### src/rtl/dmem_port_arbiter.sv
// Round-robin arbiter sharing one valid/ready memory port between NUM_REQ requesters.
// A route FIFO steers in-order responses back to the port that issued each request.
module dmem_port_arbiter #(
    parameter int NUM_REQ         = 2,
    parameter int MAX_OUTSTANDING = 2
) (
    input  logic                   clk_i,
    input  logic                   rst_i,
    input  logic [NUM_REQ-1:0]     req_valid_i,
    output logic [NUM_REQ-1:0]     req_ready_o,
    input  logic [NUM_REQ*32-1:0]  req_addr_i,
    input  logic [NUM_REQ-1:0]     req_write_i,
    input  logic [NUM_REQ*3-1:0]   req_size_i,
    input  logic [NUM_REQ*32-1:0]  req_data_i,
    input  logic [NUM_REQ*4-1:0]   req_strb_i,
    output logic [NUM_REQ-1:0]     rsp_valid_o,
    input  logic [NUM_REQ-1:0]     rsp_ready_i,
    output logic [31:0]            rsp_data_o,
    output logic                   rsp_error_o,
    output logic                   mem_req_valid_o,
    input  logic                   mem_req_ready_i,
    output logic [31:0]            mem_req_addr_o,
    output logic                   mem_req_write_o,
    output logic [2:0]             mem_req_size_o,
    output logic [31:0]            mem_req_data_o,
    output logic [3:0]             mem_req_strb_o,
    input  logic                   mem_rsp_valid_i,
    output logic                   mem_rsp_ready_o,
    input  logic [31:0]            mem_rsp_data_i,
    input  logic                   mem_rsp_error_i,
    output logic                   unexpected_rsp_o
);
    localparam int IDX_W = (NUM_REQ > 1) ? $clog2(NUM_REQ) : 1;
    localparam int CNT_W = $clog2(MAX_OUTSTANDING + 1);
    localparam int PTR_W = (MAX_OUTSTANDING > 1) ? $clog2(MAX_OUTSTANDING) : 1;

    logic [IDX_W-1:0] r_rr;
    logic             r_lock;
    logic [IDX_W-1:0] r_lock_idx;
    logic [CNT_W-1:0] r_cnt;
    logic [IDX_W-1:0] r_fifo [MAX_OUTSTANDING];
    logic [PTR_W-1:0] r_wr_ptr;
    logic [PTR_W-1:0] r_rd_ptr;
    logic             r_unexp;

    logic [31:0]      w_addr  [NUM_REQ];
    logic             w_write [NUM_REQ];
    logic [2:0]       w_size  [NUM_REQ];
    logic [31:0]      w_data  [NUM_REQ];
    logic [3:0]       w_strb  [NUM_REQ];
    logic [IDX_W-1:0] w_grant;
    logic [IDX_W-1:0] w_rr_next;
    logic [IDX_W-1:0] w_head;
    logic             w_full;
    logic             w_empty;
    logic             w_req_hs;
    logic             w_rsp_hs;

    for (genvar n = 0; n < NUM_REQ; n++) begin : g_unpack
        assign w_addr[n]  = req_addr_i[32*n +: 32];
        assign w_write[n] = req_write_i[n];
        assign w_size[n]  = req_size_i[3*n +: 3];
        assign w_data[n]  = req_data_i[32*n +: 32];
        assign w_strb[n]  = req_strb_i[4*n +: 4];
    end

    assign w_full  = (r_cnt == CNT_W'(MAX_OUTSTANDING));
    assign w_empty = (r_cnt == '0);
    assign w_head  = r_fifo[r_rd_ptr];

    // Scan from r_rr upward with wrap; a held (locked) grant overrides the scan.
    always_comb begin : p_grant
        logic [IDX_W:0] scan;
        logic           found;
        w_grant = r_rr;
        found   = 1'b0;
        scan    = '0;
        for (int k = 0; k < NUM_REQ; k++) begin
            scan = {1'b0, r_rr} + (IDX_W+1)'(k);
            if (scan >= (IDX_W+1)'(NUM_REQ)) begin
                scan = scan - (IDX_W+1)'(NUM_REQ);
            end
            if (!found && req_valid_i[scan[IDX_W-1:0]]) begin
                w_grant = scan[IDX_W-1:0];
                found   = 1'b1;
            end
        end
        if (r_lock) begin
            w_grant = r_lock_idx;
        end
    end

    always_comb begin : p_rr_next
        logic [IDX_W:0] inc;
        inc       = {1'b0, w_grant} + (IDX_W+1)'(1);
        w_rr_next = (inc == (IDX_W+1)'(NUM_REQ)) ? '0 : inc[IDX_W-1:0];
    end

    assign mem_req_valid_o = req_valid_i[w_grant] & ~w_full;
    assign mem_req_addr_o  = w_addr[w_grant];
    assign mem_req_write_o = w_write[w_grant];
    assign mem_req_size_o  = w_size[w_grant];
    assign mem_req_data_o  = w_data[w_grant];
    assign mem_req_strb_o  = w_strb[w_grant];
    assign w_req_hs        = mem_req_valid_o & mem_req_ready_i;

    always_comb begin
        req_ready_o          = '0;
        req_ready_o[w_grant] = mem_req_ready_i & ~w_full;
    end

    // With nothing outstanding the response is swallowed so the wrapper never stalls.
    always_comb begin
        rsp_valid_o     = '0;
        mem_rsp_ready_o = 1'b1;
        if (!w_empty) begin
            rsp_valid_o[w_head] = mem_rsp_valid_i;
            mem_rsp_ready_o     = rsp_ready_i[w_head];
        end
    end

    assign w_rsp_hs         = mem_rsp_valid_i & mem_rsp_ready_o & ~w_empty;
    assign rsp_data_o       = mem_rsp_data_i;
    assign rsp_error_o      = mem_rsp_error_i;
    assign unexpected_rsp_o = r_unexp;

    function automatic logic [PTR_W-1:0] ptr_next(input logic [PTR_W-1:0] p);
        return (p == PTR_W'(MAX_OUTSTANDING - 1)) ? '0 : p + PTR_W'(1);
    endfunction

    always_ff @(posedge clk_i or posedge rst_i) begin
        if (rst_i) begin
            r_rr       <= '0;
            r_lock     <= 1'b0;
            r_lock_idx <= '0;
            r_cnt      <= '0;
            r_wr_ptr   <= '0;
            r_rd_ptr   <= '0;
            r_unexp    <= 1'b0;
        end else begin
            r_unexp <= mem_rsp_valid_i & w_empty;
            if (w_req_hs) begin
                r_lock   <= 1'b0;
                r_rr     <= w_rr_next;
                r_wr_ptr <= ptr_next(r_wr_ptr);
            end else if (mem_req_valid_o && !mem_req_ready_i) begin
                r_lock     <= 1'b1;
                r_lock_idx <= w_grant;
            end
            if (w_rsp_hs) begin
                r_rd_ptr <= ptr_next(r_rd_ptr);
            end
            case ({w_req_hs, w_rsp_hs})
                2'b10:   r_cnt <= r_cnt + CNT_W'(1);
                2'b01:   r_cnt <= r_cnt - CNT_W'(1);
                default: r_cnt <= r_cnt;
            endcase
        end
    end

    // Route entries are only read while valid, so the storage needs no reset.
    always_ff @(posedge clk_i) begin
        if (w_req_hs) begin
            r_fifo[r_wr_ptr] <= w_grant;
        end
    end

endmodule

### config.mk
export PLATFORM = sky130hd
export DESIGN_NAME = dmem_port_arbiter
export DESIGN_NICKNAME = d
export VERILOG_FILES = /design/src/rtl/dmem_port_arbiter.sv
export SDC_FILE = /design/constraint.sdc
export NUM_CORES = 1
export LEC_CHECK = 0
export ABC_AREA = 1
export CORE_AREA = 10 10 106 108
export CTS_CLUSTER_SIZE = 20
export DETAILED_ROUTE_END_ITERATION = 10
export DIE_AREA = 0 0 116 118
export PLACE_DENSITY = 0.71
export SLEW_MARGIN = 20
export SYNTH_ARGS = -nofsm -noshare
export SYNTH_HDL_FRONTEND = slang
export SYNTH_SLANG_ARGS = --single-unit
### constraint.sdc
create_clock -name clk_i -period 2.1 [get_ports clk_i]
set_input_delay 0.21 -clock clk_i [delete_from_list [all_inputs] [get_ports clk_i]]
set_output_delay 0.21 -clock clk_i [all_outputs]
set_load 0.005 [all_outputs]
==> Yosys cells after proc, flatten, opt, wreduce, memory -nomap -nowiden <==
Memories as Yosys holds them, arrays and structs flattened.
Index checks and enable logic that the tools add are counted.
{ "op_classes": {"n_addsub": 8, "n_lt_le_gt_ge": 9, "n_eq_ne": 4, "muxes": 43, "n_bitwise": 12, "n_reduce_logical": 10} }
{ "op_table": {"columns": ["cell", "n"], "rows": [
  ["$mux W32", 6],
  ["$mux W1", 27],
  ["$mux W4", 3],
  ["$mux W3", 3],
  ["$lt A1 B2 Y1 const B", 4],
  ["$and A1 B1 Y1", 6],
  ["$eq A2 B2 Y1 const B", 3],
  ["$add A1 B1 Y2 const B", 2],
  ["$and A2 B2 Y2", 2],
  ["$ge A2 B2 Y1 const B", 2],
  ["$logic_and A1 B1 Y1", 4],
  ["$pmux W2 S2", 1],
  ["$reduce_bool A2 Y1", 2],
  ["$not A1 Y1", 3],
  ["$add A1 B1 Y1 const B", 2],
  ["$add A2 B1 Y2 const B", 1],
  ["$demux W1 S1", 2],
  ["$eq A2 B1 Y1 const B", 1],
  ["$ge A1 B1 Y1 const B", 2],
  ["$ge A1 B2 Y1 const B", 1],
  ["$logic_not A1 Y1", 2],
  ["$logic_not A2 Y1", 1],
  ["$mux W2", 1],
  ["$not A1 Y2", 1],
  ["3 further kinds", 4]
]} }
{ "word_totals": {"reg_bits": 8, "ram_bits": 2, "inputBits": 185, "out_inout_bits": 112, "mem_count": 1} }
{ "memory_table": {"columns": ["name", "depth", "width", "read_ports", "rd_ports_with_merged_regs", "write_ports", "line_no", "text"], "rows": [
  ["r_fifo", 2, 1, 1, 0, 1, "41", "logic [IDX_W-1:0] r_fifo [MAX_OUTSTANDING];"]
]} }

==> Depth between registers and ports, before layout <==
{ "logic_depth": {"depth_word": 15, "ltp_mapped": 11, "ltp_nobuf": 11} }

==> Least setup slack after synthesis <==
OpenSTA, ideal clock, no wires.
{ "synth_timing": {"path_type": "register to register", "start": "reg r_rr", "end": "reg r_cnt[1]", "setup_ns": 0.131, "t_arrival_ns": 1.530, "t_required_ns": 1.969, "slack_ns": 0.439, "path_stages_with_launch": 11, "n_path_buf": 0, "synth_period_minus_slack_ns": 1.661, "path_cell_list": "dfrtp_1 -> nand2_1 -> nand2_1 -> nand2_2 -> nand2_4 -> nand2_1 -> nand4_1 -> ha_1 -> a21oi_1 -> o21ai_0 -> xor2_1"} }
{ "synth_between": {"elab_chain_len": 15, "elab_cells_between_ends": 25, "classes_between": "add/sub (3); order compare (2); eq/ne (2); mux (13); bitwise (2); reduce/logical (3)"} }
{ "synth_rtl": {"columns": ["item", "line_no", "text"], "rows": [
  ["start, declared", "37", "logic [IDX_W-1:0] r_rr;"],
  ["start signal, assigned", "144", "r_rr <= w_rr_next;"],
  ["$ge A1 B2 Y1 or $sub A1 B1 Y1 (tied branches)", "80, 81", null],
  ["$mux W1", "80", "if (scan >= (IDX_W+1)'(NUM_REQ)) begin"],
  ["$mux W1 (implied by the code) (2 in series)", "83", "if (!found && req_valid_i[scan[IDX_W-1:0]]) begin"],
  ["$mux W1", "83", null],
  ["$logic_not A1 Y1", "83", null],
  ["$logic_and A1 B1 Y1", "83", null],
  ["$mux W1 (*)", "83", null],
  ["$mux W1 (*)", "88", "if (r_lock) begin"],
  ["$mux W1 (implied by the code) (*) (2 in series)", "99", "assign mem_req_valid_o = req_valid_i[w_grant] & ~w_full;"],
  ["$and A1 B1 Y1 (*)", "99", null],
  ["$and A1 B1 Y1 (*)", "105", "assign w_req_hs = mem_req_valid_o & mem_req_ready_i;"],
  ["$eq A2 B1 Y1 or $eq A2 B2 Y1 (tied branches)", "153", "case ({w_req_hs, w_rsp_hs})"],
  ["$pmux W2 S2 or $reduce_bool A2 Y1 (tied branches)", null, null],
  ["end signal, assigned", "154", "2'b10: r_cnt <= r_cnt + CNT_W'(1);"],
  ["end signal, assigned", "155", "2'b01: r_cnt <= r_cnt - CNT_W'(1);"],
  ["end signal, assigned", "156", "default: r_cnt <= r_cnt;"],
  ["end, declared", "40", "logic [CNT_W-1:0] r_cnt;"]
]} }
Every way passes the cells marked *; elsewhere a longest branch is shown, timed or not. The select of a mux whose other input is x is not followed.
A chain may end at the register's enable or synchronous reset.

==> Worst setup path after layout <==
{ "layout_timing": {"start": "reg r_rr", "end": "out mem_req_data_o[26]"} }
{ "layout_between": {"elab_chain_len": 13, "elab_cells_between_ends": 21, "classes_between": "add/sub (3); order compare (2); mux (13); bitwise (1); reduce/logical (2)"} }
{ "layout_rtl": {"columns": ["item", "line_no", "text"], "rows": [
  ["$ge A1 B2 Y1 or $sub A1 B1 Y1 (tied branches)", "80, 81", null],
  ["$mux W1", "80", null],
  ["$mux W1 (implied by the code) (2 in series)", "83", null],
  ["$mux W1", "83", null],
  ["$logic_not A1 Y1", "83", null],
  ["$logic_and A1 B1 Y1", "83", null],
  ["$mux W1 (*)", "83", null],
  ["$mux W1 (*)", "88", null],
  ["$not A1 Y2 (implied by the code) (*)", "103", "assign mem_req_data_o = w_data[w_grant];"],
  ["$mux W32 (implied by the code) (*) (3 in series)", "103", null],
  ["end, declared", "25", "output logic [31:0] mem_req_data_o,"]
]} }
Marks and branches as above.

==> impl_metrics.json <==
{
  "instances_no_fill": 655,
  "crit_type": "reg2out",
  "wl_um": 10900,
  "start_util_pct": 19.2,
  "power_leakage_nw": 2.19,
  "route.detailed.drc": 0,
  "cts_tree": "yes",
  "synth.avg_cell_area_um2": 5.16,
  "grt_pass1_vias": 2806,
  "core-area_mm2": 0.00911,
  "setup_viol": 0,
  "status": "completed",
  "cts_made_buffers": 3,
  "die_area_mm2": 0.0137,
  "vias_per_cell": 4.16,
  "fmax_mhz": 493,
  "antenna_cells": 0,
  "cp.arrival_ns": 1.82,
  "clk_pin_slew_ns": 0.05,
  "worstPathRequired_ns": 1.89,
  "cts-root-buf": "clkbuf_8",
  "layout_min_cycle_time_ns": 2.03,
  "clk_latency_ns": 0.24,
  "vias": 2722,
  "powerDensity_mw_per_mm2": 1000,
  "hp-class": "in2async",
  "dp.cells": 645,
  "reg2reg_from": "r_rr",
  "synth-seq-cells": 10,
  "drt_first_pass_iters": 4,
  "rsz0062_at_grt": "yes",
  "rows": 35,
  "yosysWarningCount": 0,
  "r2r_slack_ns": 0.16,
  "pin_count": 297,
  "seq_area_frac_synth_pct": 14.9,
  "synthesis.nets": 525,
  "routabilityCongestion": 0.822,
  "cts.htree.levels": 1,
  "cp-end-kind": "output pin",
  "drtIter0Drc": 196,
  "fin_nets": 731,
  "areaGrowthSynthToFinish_pct": 132,
  "cp_max_fo": 5,
  "hold_violations": 0,
  "ys_types": 20,
  "portBuffers": 230,
  "slew_headroom_pct": 77.8,
  "grt_antenna_before_repair": 1,
  "die_w_um": 116,
  "worstMarginPinSlew_ns": 0.332,
  "netlist_area_mm2": 0.00175,
  "synth_cells": 339,
  "worst_clock_skew_ns": 0.00403,
  "start_kind": "flop",
  "dp_hpwl_um": 9380,
  "final_max_slew_viol_count": 0,
  "grt_max_degree": 36,
  "grt_first_pass_wirelength_um": 15700,
  "wl_per_cell_um": 16.7,
  "max_cap_violations": 0,
  "fin_total_pwr_mw": 4.06,
  "clock_sinks": 10,
  "reg2reg_to": "r_cnt[1]",
  "ir_drop_mv": 0.436,
  "antenna_left": 0,
  "grt_overflow": 0,
  "drive_gt1_share_pct": 5.15,
  "clockBufferDepth": 2,
  "die_y_um": 118,
  "post-route-period-util_pct": 96.6,
  "grt_use_total_pct": 14.4,
  "worst-r2r-cell-count": 11
}
per-layer routing:
| metal | wire [um] | GRT usage (%) |
|---|---|---|
| met1 | 3640 | 12.9 |
| met2 | 5350 | 26.5 |
| met3 | 1750 | 8.21 |
| met4 | 186 | 3.68 |
| met5 | 17 | 0 |
worst max path at each step:
stage                        start            endpoint  slack, ns  depth (start not counted)
global route                  r_rr  mem_req_data_o[26]      -0.04                          9
CTS                 req_valid_i[1]   mem_req_strb_o[2]      0.001                         10
finish                        r_rr  mem_req_data_o[26]       0.07                          9
detailed placement  req_valid_i[0]            r_cnt[1]      -0.19                         13
global placement    req_valid_i[0]            r_cnt[1]      -0.16                         13
floorplan                     r_rr            r_cnt[1]       0.44                         10
layout make-up:
type / count / area, um^2
flip-flops and latches: 10 / 260
clock buffers: 3 / 41.3
fillers: 941 / 5050
well taps: 111 / 139
multi-input cells: 266 / 1060
clock inverters: 1 / 3.75
inverters: 14 / 57.6
repair buffers: 250 / 2500
what timing repair did:
| action | 4_1_cts | 5_1_grt |
|---|---|---|
| cloned | 2 | 0 |
| pin swaps | 0 | 1 |
| hold buffers | 0 | 0 |
| setup buffers | 0 | 4 |
| setup endpoints to repair | 74 | 7 |
| resized for setup | 77 | 9 |
synthesized netlist by cell type:
cell	count	share of area, %
inv_2	2	0.43
a21oi_2	1	0.50
clkbuf_1	1	0.21
nor2_1	8	1.7
nand2_4	1	0.64
dfrtp_1	8	11
xor2_1	2	1.0
a21oi_1	2	0.57
ha_1	1	0.72
o21ai_0	2	0.57
nand3_1	2	0.57
xnor2_1	1	0.50
edfxtp_1	2	3.4
nand2_1	240	52
buf_2	6	1.7
buf_6	8	5.2
buf_4	34	15
nand2_2	1	0.36
inv_1	12	2.6
nand4_1	5	1.8
worst max-delay path, stage by stage, from the launching register on:
cell	delay [ns]
dfrtp_1	0.40
nand2_1	0.08
nand2_1	0.06
nand2_2	0.09
nand2_4	0.09
inv_6	0.12
buf_4	0.14
nand2_1	0.04
nand2_1	0.06
clkdlybuf4s50_1	0.50
cell families after synthesis:
kind of cell	after synthesis	synth area share (%)
xor+xnor	3	1.50
buf+inv	63	24.7
simple gates	257	56.6
flops	10	14.9
compound gates	5	1.65
fa+ha+maj	1	0.715
registers in the layout (all words and copies together) (netlist names):
signal            count
r_lock                1
r_cnt                 2
unexpected_rsp_o      1
r_rd_ptr              1
r_wr_ptr              1
r_lock_idx            1
r_fifo                2
r_rr                  1
metrics by stage:
step           utilization [%]  setup TNS, ns  cell area, um^2  worst slack, ns  hold WS (ns)
2_1_floorplan                -              0             1750            0.439        0.0257
5_1_grt                   44.5        -0.0402             4060          -0.0351         0.277
3_3_place_gp              43.7          -9.07             3980           -0.159         0.420
3_5_place_dp              43.7         -11.05             3980           -0.189         0.420
4_1_cts                   44.0              0             4010          0.00144         0.249
6_report                  44.5              0             4060           0.0716         0.231
cell usage in the layout, fill, tap and decap left out:
cell type / netlist / layout
nand2_4: 1 / 1
xnor2_1: 1 / 1
clkbuf_8: 0 / 3
nand3_1: 2 / 2
edfxtp_1: 2 / 2
o21ai_0: 2 / 1
a21oi_1: 2 / 2
dlymetal6s2s_1: 0 / 5
a21oi_2: 1 / 1
nand4_1: 5 / 5
clkdlybuf4s50_1: 0 / 155
ha_1: 1 / 1
nor2_1: 8 / 8
nand2_2: 1 / 1
o21ai_1: 0 / 1
nand2_1: 240 / 240
buf_4: 34 / 12
dfrtp_1: 8 / 8
clkdlybuf4s15_1: 0 / 3
inv_6: 0 / 1
dlygate4sd2_1: 0 / 67
inv_2: 2 / 1
inv_1: 12 / 12
xor2_1: 2 / 2
clkinv_1: 0 / 1
buf_16: 0 / 3
buf_12: 0 / 4
buf_8: 0 / 1
report_power, final:
group | switching [mW] | leakage, nW | total (mW) | internal, mW
Combinational | 1.67 | 2.05 | 3.50 | 1.83
Clock | 0.0749 | 0.0231 | 0.203 | 0.128
Sequential | 0.0626 | 0.117 | 0.354 | 0.291
Total | 1.81 | 2.19 | 4.06 | 2.25
No activity file was read; power rests on OpenSTA's default activity.
